## src/rtl/psr_cond_unit.sv

```systemverilog
// Processor status register with a shadow flag stack for interrupts and a
// 4-bit branch-condition evaluator behind a one-deep valid/ready output stage.
module psr_cond_unit #(
  parameter int STACK_DEPTH = 4
) (
  input  logic                          clk,
  input  logic                          reset,
  input  logic [4:0]                    flags_in,
  input  logic                          flag_we,
  input  logic                          flag_save,
  input  logic                          flag_restore,
  input  logic                          eval_valid,
  input  logic [3:0]                    eval_cond,
  output logic                          eval_ready,
  output logic                          br_valid,
  output logic                          br_taken,
  input  logic                          br_ready,
  output logic [4:0]                    flags_out,
  output logic [$clog2(STACK_DEPTH):0]  stk_depth,
  output logic                          stk_err
);

  localparam int AW = $clog2(STACK_DEPTH);
  localparam int DW = AW + 1;

  logic [4:0]    r_psr;
  logic [4:0]    r_stack [STACK_DEPTH];
  logic [DW-1:0] r_depth;
  logic          r_err;
  logic          r_brValid;
  logic          r_brTaken;

  logic          w_full;
  logic          w_empty;
  logic          w_doPush;
  logic          w_doPop;
  logic          w_stkFault;
  logic [AW-1:0] w_topIdx;
  logic [4:0]    w_top;
  logic [4:0]    w_evalFlags;
  logic          w_accept;
  logic          w_result;

  // Flags are packed {N,Z,F,L,C}.
  function automatic logic condTrue(input logic [3:0] c, input logic [4:0] f);
    logic fc, fl, ff, fz, fn;
    fc = f[0];
    fl = f[1];
    ff = f[2];
    fz = f[3];
    fn = f[4];
    case (c)
      4'h0:    condTrue = fz;
      4'h1:    condTrue = !fz;
      4'h2:    condTrue = fc;
      4'h3:    condTrue = !fc;
      4'h4:    condTrue = fl;
      4'h5:    condTrue = !fl;
      4'h6:    condTrue = fn;
      4'h7:    condTrue = !fn;
      4'h8:    condTrue = ff;
      4'h9:    condTrue = !ff;
      4'hA:    condTrue = !fl && !fz;
      4'hB:    condTrue = fl || fz;
      4'hC:    condTrue = !fn && !fz;
      4'hD:    condTrue = fn || fz;
      4'hE:    condTrue = 1'b1;
      default: condTrue = 1'b0;
    endcase
  endfunction

  // A simultaneous save and restore is a conflict: neither happens.
  assign w_full      = (r_depth == DW'(STACK_DEPTH));
  assign w_empty     = (r_depth == '0);
  assign w_doPush    = flag_save && !flag_restore && !w_full;
  assign w_doPop     = flag_restore && !flag_save && !w_empty;
  assign w_stkFault  = (flag_save && flag_restore) ||
                       (flag_save && w_full) ||
                       (flag_restore && w_empty);
  assign w_topIdx    = AW'(r_depth - DW'(1));
  assign w_top       = r_stack[w_topIdx];
  assign w_evalFlags = flag_we ? flags_in : (w_doPop ? w_top : r_psr);
  assign w_result    = condTrue(eval_cond, w_evalFlags);
  assign eval_ready  = !r_brValid || br_ready;
  assign w_accept    = eval_valid && eval_ready;

  always_ff @(posedge clk or posedge reset) begin
    if (reset) begin
      r_psr   <= '0;
      r_depth <= '0;
      r_err   <= 1'b0;
    end else begin
      if (flag_we)
        r_psr <= flags_in;
      else if (w_doPop)
        r_psr <= w_top;
      if (w_doPush)
        r_depth <= r_depth + DW'(1);
      else if (w_doPop)
        r_depth <= r_depth - DW'(1);
      if (w_stkFault)
        r_err <= 1'b1;
    end
  end

  // Stack contents need no reset; only the depth decides what is valid.
  always_ff @(posedge clk) begin
    if (w_doPush)
      r_stack[r_depth[AW-1:0]] <= r_psr;
  end

  always_ff @(posedge clk or posedge reset) begin
    if (reset) begin
      r_brValid <= 1'b0;
      r_brTaken <= 1'b0;
    end else if (w_accept) begin
      r_brValid <= 1'b1;
      r_brTaken <= w_result;
    end else if (br_ready) begin
      r_brValid <= 1'b0;
    end
  end

  assign br_valid  = r_brValid;
  assign br_taken  = r_brTaken;
  assign flags_out = r_psr;
  assign stk_depth = r_depth;
  assign stk_err   = r_err;

endmodule

```

## config.mk

```make
export PLATFORM = sky130hd
export DESIGN_NAME = psr_cond_unit
export DESIGN_NICKNAME = d
export VERILOG_FILES = /design/src/rtl/psr_cond_unit.sv
export SDC_FILE = /design/constraint.sdc
export NUM_CORES = 1
export LEC_CHECK = 0
export ABC_AREA = 1
export BUFFER_PORTS_ARGS = -buffer_cell sky130_fd_sc_hd__buf_2
export CORE_ASPECT_RATIO = 0.6
export CORE_MARGIN = 8
export CORE_UTILIZATION = 40
export CTS_BUF_LIST = sky130_fd_sc_hd__clkbuf_8
export CTS_CLUSTER_SIZE = 20
export DETAILED_ROUTE_END_ITERATION = 16
export GPL_ROUTABILITY_DRIVEN = 0
export SYNTH_ARGS = -nofsm -noshare
export SYNTH_HDL_FRONTEND = slang
export SYNTH_SLANG_ARGS = --single-unit
```

## constraint.sdc

```tcl
create_clock -name clk -period 2.76 [get_ports clk]
set_input_delay 0.828 -clock clk [delete_from_list [all_inputs] [get_ports clk]]
set_output_delay 0.828 -clock clk [all_outputs]
set_load 0.03 [all_outputs]
```

==> out/results.txt, run 1 <==
status: finished, final reports clean
Max Buffers Root-to-Sink: 2
gr busiest metal: met1
Fmax: 0.433 GHz
setup bufs post-CTS: 0
routed vias/inst: 4.57
DRC violations left: 0
yosys warns: 0
number of nets in the layout: 260
Setup violations, final: 0
Final Cell Area: 1970 µm²
CP bufs+invs: 3
largest stage delay on the critical path: 0.39 ns
grt total ovfl: 0
Area after DPL: 1850 µm²
first-pass GRT wire length: 6040 µm
CP Data Required Time: 2.94 ns
critical path class: flip-flop to flip-flop
Fin Hold WS: 0.470 ns
area of the multi-input gates: 641 µm²
die height: 66.1 µm
Detailed Place HPWL: 2860 µm
#FFs+latches synth: 31
initial antenna violation count: 0
switch share: 40.3%
vias: 1326
Post-Syn Area: 1670 µm²
Worst setup EP type: flip-flop
commonest cells in the netlist: 73 x nand2_1, 30 x inv_1, 20 x edfxtp_1, 20 x nand3_1, 20 x nor2_1
count of cell types in the netlist: 20
startpoint types: flip-flop
CTS Sinks: 31
CTS Root Cell: clkbuf_8
maxcap violations: 0
Worst Path Arrival: 2.49 ns
total wire length: 3870 µm
core area: 4050 µm²
Rel. slew slack: 65.8%
HP Class: flip-flop to flip-flop
Pre-antenna DRT Iters: 4
EDFF count, synth: 20
diodes inserted: 0
CTS tree: yes
width of the die: 99.5 µm
Routed WL per cell: 13.3 µm
Seq/Total Area, Yosys: 52.4%
ys flop type: edfxtp_1
Cell Chain, Critical Path: inv_2, ha_1, inv_1, nand3_1, nand2_1, nand2_1, nand2_1, nand2_1, nand2_1, nand2_1, inv_1, nand2_1, nor2_1, nand2_1, nand2_1, nand2_1
Clk Latency, worst-skew pair: 0.29 ns
Tcrit/Tclk final: 83.7%
mean post-synth cell area: 8.04 µm²
crit-path leading delay family: simple AND/OR/NAND/NOR gates
vias in the first global route: 1230
slowest stage cell, crit path: ha_1
largest area contributor in the synthesized netlist: edfxtp_1
initial drt markers: 81
die area: 6570 µm²
Boundary Pins: 28
grt met1 use: 17.3%
share of cells above drive strength 1: 20.0%
hold path cells: 2
Syn Nets: 229
Routed Antenna Nets: 0
post-layout min period: 2.31 ns
P_int: 0.00109 W
VDD IR max: 0.361 mV
Async S/R FF share, synth: 35.5%
DP Cell Count: 282
Final Hold Fails: 0
# port buffers: 27
post-synth top area share: 35.9%
M3 GR Usage: 4.83%
worst-path fanout max: 13
LEAKAGE: 0.981 nW
Syn Inst Count: 208
pin count of the biggest net entering global routing: 15
part of the power in registers: 35.4%
top-count cell post-synth: nand2_1
Area Growth Syn to Fin: 17.7%
CTS buffer count: 5
hold_buf cts: 0
RSZ-0062 raised after global routing: false
WP depth: 16
Gate power share: 39.0%
register area: 876 µm²
Finished Layout Cells: 290
max-slew violations: 0
Initial Util: 41.2%
Overall Global Routing Usage: 12.4%
CTS resizes: 0
M2 GR Usage: 15.9%
CTS H-tree depth: 2
worst reg-to-reg path cell count: 16
pwr dens: 931 nW/µm²
Worst-Margin Slew: 0.511 ns
Setup TNS: 0 ns
clk slew on worst S/H paths: 0.07 ns
clk_skew: 0.00653 ns
Sw Pwr: 0.000738 W
leading post-synthesis cells by cell area: edfxtp_1 36%, dfrtp_1 16%, nand2_1 16%
Clk pwr share: 25.6%
fillcell total: 397
CP dominant cell by count: nand2_1
cell row count: 18
[worst reg2reg max path: stages, from the launching register on]
cell	delay, ns
dfrtp_1	0.38
inv_2	0.21
ha_1	0.39
inv_1	0.28
nand3_1	0.14
nand2_1	0.09
nand2_1	0.05
nand2_1	0.07
nand2_1	0.08
nand2_1	0.07
nand2_1	0.05
inv_1	0.04
nand2_1	0.04
nor2_1	0.15
nand2_1	0.07
nand2_1	0.05
nand2_1	0.04
[final cells by class]
class	count	share of cell area, %
Clock buffer	6	4.20
Clock inverter	2	1.78
Inverter	34	6.49
Multi-Input combinational cell	139	32.6
Sequential cell	31	44.5
Tap cell	50	3.18
Timing Repair Buffer	28	7.25
[state kept, by name, summed over array words and instances (netlist names)]
name / flops
r_stack: 20
br_taken: 1
br_valid: 1
stk_err: 1
stk_depth: 3
flags_out: 5
[per-layer routing]
| layer | vias to the layer above | wire length [µm] |
|---|---|---|
| met3 | 9 | 260 |
| li1 | 707 | - |
| met5 | - | 0 |
| met1 | 572 | 2120 |
| met2 | 38 | 1410 |
| met4 | 0 | 77 |
[final timing paths]
path / startpoint / to / slack, ns
max in group asynchronous: reset / stk_depth[0]$_DFFE_PP0P_ / 1.87
hold reg to reg: stk_err$_DFFE_PP0P_ / stk_err$_DFFE_PP0P_ / 0.47
min in group asynchronous: reset / flags_out[2]$_DFF_PP0_ / 0.56
hold / removal: stk_err$_DFFE_PP0P_ / stk_err$_DFFE_PP0P_ / 0.47
setup / recovery: stk_depth[0]$_DFFE_PP0P_ / br_taken$_DFFE_PP0P_ / 0.45
setup reg to reg: stk_depth[0]$_DFFE_PP0P_ / br_taken$_DFFE_PP0P_ / 0.45
[cells in the final DEF (no fill, tap or decap), drive strengths merged]
cell,instances
bufinv,1
o21ai,3
dfrtp,11
nand2,80
nand3b,1
buf,28
inv,34
o221ai,1
nand3,20
ha,5
clkbuf,6
edfxtp,20
a21oi,5
clkinv,1
xor2,2
nor2,21
nor3,1
[cells by family (layout without fill, tap and decap cells)]
logic type               after synthesis  after routing  synth area share, %
AO/OA/AOI/OAI                          9              9                 2.92
AND/OR/NAND/NOR                      123            123                 30.6
flip-flops                            31             31                 52.4
XOR/XNOR                               2              2                 1.05
buffers and inverters                 38             70                 9.28
adder cells (fa/ha/maj)                5              5                 3.74
[power by group through the flow]
stage | clock network (W) | logic [W] | registers [W]
global route | 0.000490 | 0.000795 | 0.000658
CTS | 0.000473 | 0.000712 | 0.000649
finish | 0.000469 | 0.000713 | 0.000648
global placement | 0 | 0.000701 | 0.000659
detailed placement | 0 | 0.000705 | 0.000657
floorplan | 0 | 0.000440 | 0.000736
[per-stage QoR]
stage                     power, W  setup slack [ns]  utilization (%)
after floorplan            0.00118             0.631                -
after global placement     0.00136             0.556             45.6
after detailed placement   0.00136             0.547             45.6
after CTS                  0.00183             0.499             48.5
after global routing       0.00194             0.257             48.5
final                      0.00183             0.450             48.5
No activity file was read; power rests on OpenSTA's default activity.
==> run 2: changes to the inputs <==
==> constraint.sdc (replaced) <==
create_clock -name clk -period 1.9 [get_ports clk]
set_input_delay 0.57 -clock clk [delete_from_list [all_inputs] [get_ports clk]]
set_output_delay 0.57 -clock clk [all_outputs]
set_load 0.03 [all_outputs]
==> run 2 against run 1 <==
Combinational power increased by 73%. Non-clock buffer count increased by 9. Clock skew decreased by 0.00097 ns. Via count increased by 2.3%. Die area unchanged. Sequential share of layout area decreased by 1.9 points. Design area increased by 4.6%. Largest cell class unchanged. Highest routed layer unchanged.
==> out/results.txt, run 2 (synthesized netlist as in run 1, its figures left out) <==
share of cells above drive strength 1: 27.7% (was 20.0%)
largest stage delay on the critical path: 0.38 ns (was 0.39 ns)
clk slew on worst S/H paths: 0.06 ns (was 0.07 ns)
Routed Antenna Nets: 0 (unchanged)
Overall Global Routing Usage: 12.5% (was 12.4%)
die height: 66.1 µm (unchanged)
Rel. slew slack: 65.7% (was 65.8%)
pin count of the biggest net entering global routing: 15 (unchanged)
CTS H-tree depth: 2 (unchanged)
Pre-antenna DRT Iters: 4 (unchanged)
# port buffers: 27 (unchanged)
Worst-Margin Slew: 0.514 ns (was 0.511 ns)
CTS Sinks: 31 (unchanged)
Tot Pwr: 0.00265 W (was 0.00183 W)
post-layout min period: 1.75 ns (was 2.31 ns)
Final WS setup: 0.148 ns (was 0.450 ns)
Cell Chain, Critical Path: inv_2, ha_4, inv_6, nand3_1, nand2_1, nand2_1, nand2_2, nand2_4, nand2_2, nand2_1, nand2_1, nand2_1, nor2_2, nand2_1, nand2_1, nand2_1 (was inv_2, ha_1, inv_1, nand3_1, nand2_1, nand2_1, nand2_1, nand2_1, nand2_1, nand2_1, inv_1, nand2_1, nor2_1, nand2_1, nand2_1, nand2_1)
CTS buffer count: 5 (unchanged)
Detailed Place HPWL: 2930 µm (was 2860 µm)
commonest non-fill, non-tap cell in the layout: nand2_1 (unchanged)
cell row count: 18 (unchanged)
hold_buf cts: 0 (unchanged)
grt total ovfl: 0 (unchanged)
HP Class: input port to async pin (was flip-flop to flip-flop)
Worst setup EP type: flip-flop (unchanged)
number of nets in the layout: 269 (was 260)
first-pass GRT wire length: 6090 µm (was 6040 µm)
vias in the first global route: 1211 (was 1230)
Area Growth Syn to Fin: 23.1% (was 17.7%)
diodes inserted: 0 (unchanged)
Clk Latency, worst-skew pair: 0.29 ns (about the same)
max-slew violations: 0 (unchanged)
CTS tree: yes (unchanged)
Initial Util: 41.2% (unchanged)
Worst Path Arrival: 1.93 ns (was 2.49 ns)
Max Buffers Root-to-Sink: 2 (unchanged)
DRC violations left: 0 (unchanged)
core area: 4050 µm² (unchanged)
fillcell total: 408 (was 397)
maxcap violations: 0 (unchanged)
Boundary Pins: 28 (unchanged)
max FFs per register: 20 (unchanged)
routed vias/inst: 4.54 (was 4.57)
pwr dens: 1290 nW/µm² (was 931 nW/µm²)
die area: 6570 µm² (unchanged)
clk_skew: 0.00556 ns (was 0.00653 ns)
initial drt markers: 88 (was 81)
vias: 1356 (was 1326)
Final Cell Area: 2060 µm² (was 1970 µm²)
Final Hold Fails: 0 (unchanged)
CP Data Required Time: 2.08 ns (was 2.94 ns)
Tcrit/Tclk final: 92.2% (was 83.7%)
Setup violations, final: 0 (unchanged)
initial antenna violation count: 0 (unchanged)
status: finished, final reports clean (unchanged)
startpoint types: flip-flop (unchanged)
total wire length: 3820 µm (was 3870 µm)
critical path class: flip-flop to flip-flop (unchanged)
width of the die: 99.5 µm (unchanged)
slowest stage cell, crit path: dfrtp_1 (was ha_1)
Fmax: 0.571 GHz (was 0.433 GHz)
worst-path fanout max: 8 (was 13)
VDD IR max: 0.439 mV (was 0.361 mV)
LEAKAGE: 1.02 nW (was 0.981 nW)
Routed WL per cell: 12.8 µm (was 13.3 µm)
Area after DPL: 1930 µm² (was 1850 µm²)
pre-CTS WS: 0.00878 ns (was 0.547 ns)
most frequent cells in the layout: 65 x nand2_1, 30 x inv_1, 27 x buf_2 (was 73 x nand2_1, 30 x inv_1, 27 x buf_2)
CTS Root Cell: clkbuf_8 (unchanged)
CP dominant cell by count: nand2_1 (unchanged)
## run 2: changes by cell type in the layout (fill, tap and decap cells not counted), sizes merged
cell,before,now
clkbuf,6,5
bufinv,1,0
buf,28,37
inv,34,36
## run 2: metal layers
| layer | wire, µm | track usage, % | vias up |
|---|---|---|---|
| met5 | 0 | 0 | - |
| met4 | 45 | 6.18 | 0 |
| met3 | 328 | 4.41 | 5 |
| met2 | 1420 | 14.7 | 34 |
| met1 | 2020 | 18.6 | 591 |
| li1 | - | - | 726 |
## run 2: repair_timing
item | CTS | global route
buffers inserted | 0 | 1
setup endpoints to repair | 0 | 1
resized for setup | 0 | 15
## run 2: metrics by stage
stage	cells	util, %	setup TNS (ns)	hold slack, ns
finish	299	50.7	0	0.303
global route	299	50.7	-0.0148	0.342
CTS	298	49.5	0	0.318
detailed placement	290	47.5	0	0.454
global placement	290	47.5	0	0.451
floorplan	208	-	0	0.422
## run 2: cell type report
type / instances / area (µm²) / area share [%]
sequential: 31 / 877 / 42.6
inverter: 34 / 135 / 6.57
clock inverter: 3 / 12.5 / 0.608
timing repair buffer: 37 / 210 / 10.2
multi-input combinational: 139 / 691 / 33.6
clock buffer: 5 / 68.8 / 3.35
tap: 50 / 62.6 / 3.04
## run 2: path summary, 6_finish.rpt
check	start	end	slack (ns)	cells past startpoint
max in group asynchronous	reset	stk_depth[0]$_DFFE_PP0P_	1.22	2
min in group clk	stk_err$_DFFE_PP0P_	stk_err$_DFFE_PP0P_	0.46	2
min	reset	flags_out[2]$_DFF_PP0_	0.30	2
max	stk_depth[1]$_DFFE_PP0P_	br_taken$_DFFE_PP0P_	0.15	16
min reg2reg	stk_err$_DFFE_PP0P_	stk_err$_DFFE_PP0P_	0.46	2
max reg2reg	stk_depth[1]$_DFFE_PP0P_	br_taken$_DFFE_PP0P_	0.15	16
## run 2: worst max-delay path: cells and delay by family (launching register included)
| kind | cells | cell delay [ns] |
|---|---|---|
| buf+inv | 2 | 0.17 |
| fa+ha+maj | 1 | 0.24 |
| simple gates | 13 | 0.84 |
| flops | 1 | 0.38 |
## run 2: report_power, final
group          switching, W  leakage, nW  internal [W]  total (W)
registers         0.0000749        0.309      0.000859   0.000934
clock network      0.000236       0.0505      0.000245   0.000482
logic              0.000791        0.664      0.000444    0.00123
==> run 3: changes to the inputs <==
--- a/config.mk
+++ b/config.mk
@@ -14,6 +14,7 @@
 export CTS_CLUSTER_SIZE = 20
 export DETAILED_ROUTE_END_ITERATION = 16
 export GPL_ROUTABILITY_DRIVEN = 0
+export GPL_TIMING_DRIVEN = 0
 export SYNTH_ARGS = -nofsm -noshare
 export SYNTH_HDL_FRONTEND = slang
 export SYNTH_SLANG_ARGS = --single-unit
==> run 3 against run 2 <==
Global-route usage increased by 0.30 points. Combinational power increased by 15%. Via count increased by 0.44%. Critical path depth unchanged. Worst hold slack improved by 0.015 ns. Power increased by 6.8%. Fmax decreased by 5.4%. First-iteration DRC count decreased by 14%. Core utilization increased by 0.96 points. Clock power about the same. Sequential share of layout area decreased by 0.79 points. Register-to-register slack got worse by 0.10 ns. Critical endpoint unchanged.
==> out/results.txt, run 3 (synthesized netlist as in run 1, its figures left out) <==
startpoint types: flip-flop (unchanged)
worst reg2reg setup slack: 0.05 ns (was 0.15 ns)
P_int: 0.00162 W (was 0.00155 W)
most frequent cells in the layout: 65 x nand2_1, 30 x inv_1, 26 x buf_2 (was 65 x nand2_1, 30 x inv_1, 27 x buf_2)
CP Data Required Time: 2.08 ns (about the same)
clk_skew: 0.00375 ns (was 0.00556 ns)
pwr dens: 1350 nW/µm² (was 1290 nW/µm²)
Gate power share: 49.8% (was 46.6%)
Clk Latency, worst-skew pair: 0.28 ns (was 0.29 ns)
HP Class: input port to async pin (unchanged)
part of the power in registers: 33.2% (was 35.3%)
Finished Core Util: 51.7% (was 50.7%)
max-slew violations: 0 (unchanged)
critical path class: flip-flop to flip-flop (unchanged)
reg2reg end: br_taken$_DFFE_PP0P_ (unchanged)
Overall Global Routing Usage: 12.8% (was 12.5%)
core area: 4050 µm² (unchanged)
CP bufs+invs: 2 (unchanged)
cell row count: 18 (unchanged)
die height: 66.1 µm (unchanged)
initial drt markers: 76 (was 88)
Critical Path End: br_taken$_DFFE_PP0P_ (unchanged)
R2R Path Start: stk_depth[1]$_DFFE_PP0P_ (unchanged)
initial antenna violation count: 0 (unchanged)
vias in the first global route: 1329 (was 1211)
Tcrit/Tclk final: 97.5% (was 92.2%)
pin count of the biggest net entering global routing: 12 (was 15)
Clk pwr share: 17.1% (was 18.2%)
Max Buffers Root-to-Sink: 2 (unchanged)
vias: 1362 (was 1356)
Boundary Pins: 28 (unchanged)
max FFs per register: 20 (unchanged)
DRC violations left: 0 (unchanged)
width of the die: 99.5 µm (unchanged)
die area: 6570 µm² (unchanged)
Initial Util: 41.2% (unchanged)
diodes inserted: 0 (unchanged)
Setup violations, final: 0 (unchanged)
Sw Pwr: 0.00121 W (was 0.00110 W)
CP dominant cell by count: nand2_1 (unchanged)
clk slew on worst S/H paths: 0.06 ns (about the same)
crit-path leading delay family: simple AND/OR/NAND/NOR gates (unchanged)
Fmax: 0.540 GHz (was 0.571 GHz)
CP startpoint: stk_depth[1]$_DFFE_PP0P_ (unchanged)
Cell Chain, Critical Path: inv_2, ha_4, inv_8, nand3_2, nand2_1, nand2_1, nand2_2, nand2_2, nand2_1, nand2_1, nand2_1, nand2_1, nor2_2, nand2_1, nand2_1, nand2_1 (was inv_2, ha_4, inv_6, nand3_1, nand2_1, nand2_1, nand2_2, nand2_4, nand2_2, nand2_1, nand2_1, nand2_1, nor2_2, nand2_1, nand2_1, nand2_1)
worst-path fanout max: 8 (unchanged)
total wire length: 3950 µm (was 3820 µm)
status: finished, final reports clean (unchanged)
Area Growth Syn to Fin: 25.4% (was 23.1%)
RSZ-0062 raised after global routing: true
Final WS setup: 0.0480 ns (was 0.148 ns)
LEAKAGE: 1.02 nW (about the same)
CTS H-tree depth: 2 (unchanged)
# port buffers: 26 (was 27)
Routed Antenna Nets: 0 (unchanged)
Pre-antenna DRT Iters: 4 (unchanged)
maxcap violations: 0 (unchanged)
post-layout min period: 1.85 ns (was 1.75 ns)
Routed WL per cell: 13.3 µm (was 12.8 µm)
pre-CTS WS: -0.168 ns (was 0.00878 ns)
number of nets in the layout: 267 (was 269)
first-pass GRT wire length: 6380 µm (was 6090 µm)
CTS Root Cell: clkbuf_8 (unchanged)
CTS Sinks: 31 (unchanged)
WP depth: 16 (unchanged)
routed vias/inst: 4.59 (was 4.54)
slowest stage cell, crit path: dfrtp_1 (unchanged)
Worst-Margin Slew: 0.538 ns (was 0.514 ns)
largest stage delay on the critical path: 0.42 ns (was 0.38 ns)
VDD IR max: 0.666 mV (was 0.439 mV)
CTS buffer count: 5 (unchanged)
share of cells above drive strength 1: 31.2% (was 27.7%)
Worst Path Arrival: 2.03 ns (was 1.93 ns)
grt total ovfl: 0 (unchanged)
switch share: 42.9% (was 41.6%)
CTS tree: yes (unchanged)
Worst setup EP type: flip-flop (unchanged)
Detailed Place HPWL: 2830 µm (was 2930 µm)
Final Hold Fails: 0 (unchanged)
Rel. slew slack: 64.1% (was 65.7%)
worst reg-to-reg path cell count: 16 (unchanged)
commonest non-fill, non-tap cell in the layout: nand2_1 (unchanged)
run 3: cell types whose count changed in the layout (fill, tap and decap cells not counted):
cell,previous run,this run
nand3_4,0,1
buf_4,10,8
nand3_2,1,7
buf_2,27,26
inv_8,0,1
nor2_2,2,6
inv_6,1,0
nand3_1,19,12
nor2_1,19,15
buf_1,0,1
run 3: worst min path at each step:
stage / to / slack [ns] / start / depth (start not counted)
floorplan: br_taken$_DFFE_PP0P_ / 0.42 / reset / 1
global placement: stk_err$_DFFE_PP0P_ / 0.45 / stk_err$_DFFE_PP0P_ / 2
CTS: flags_out[1]$_DFF_PP0_ / 0.33 / reset / 2
global route: flags_out[0]$_DFF_PP0_ / 0.36 / reset / 2
finish: flags_out[2]$_DFF_PP0_ / 0.32 / reset / 2
detailed placement: stk_err$_DFFE_PP0P_ / 0.45 / stk_err$_DFFE_PP0P_ / 2
run 3: power groups by stage:
stage / sequential [W] / clock [W] / combinational (W)
3_3_place_gp: 0.000963 / 0 / 0.00112
2_1_floorplan: 0.00107 / 0 / 0.000719
4_1_cts: 0.000941 / 0.000487 / 0.00122
5_1_grt: 0.000956 / 0.000528 / 0.00155
3_5_place_dp: 0.000965 / 0 / 0.00113
6_report: 0.000938 / 0.000482 / 0.00141
run 3: layout make-up:
| cell class | count | area, µm² |
|---|---|---|
| Fill cell | 411 | 1960 |
| Sequential cell | 31 | 877 |
| Multi-Input combinational cell | 139 | 743 |
| Timing Repair Buffer | 33 | 183 |
| Inverter | 34 | 138 |
| Clock buffer | 5 | 68.8 |
| Tap cell | 50 | 62.6 |
| Clock inverter | 3 | 12.5 |
| Buffer | 2 | 11.3 |
run 3: metal layers:
| layer | part of all wire (%) | track usage (%) | wire length (µm) | up-vias |
|---|---|---|---|---|
| li1 | - | - | - | 724 |
| met1 | 55 | 18.3 | 2160 | 603 |
| met2 | 40 | 17.3 | 1560 | 31 |
| met3 | 5.2 | 4.73 | 205 | 4 |
| met4 | 0.35 | 3.37 | 14 | 0 |
| met5 | 0 | 0 | 0 | - |
run 3: timing repair:
action	CTS	global route
hold buffers	0	0
gates resized for setup	7	22
gates cloned	0	0
pin swaps	2	13
setup endpoints to repair	21	21
buffers inserted	3	4
run 3: per-stage QoR:
| step | total power [W] | instance area, µm² | setup TNS, ns | instances | hold slack [ns] |
|---|---|---|---|---|---|
| global route | 0.00304 | 2100 | -1.42 | 297 | 0.363 |
| detailed placement | 0.00209 | 1890 | -2.59 | 284 | 0.447 |
| finish | 0.00283 | 2100 | 0 | 297 | 0.318 |
| floorplan | 0.00179 | 1690 | 0 | 208 | 0.422 |
| global placement | 0.00209 | 1890 | -2.34 | 284 | 0.449 |
| CTS | 0.00265 | 2000 | 0 | 294 | 0.335 |
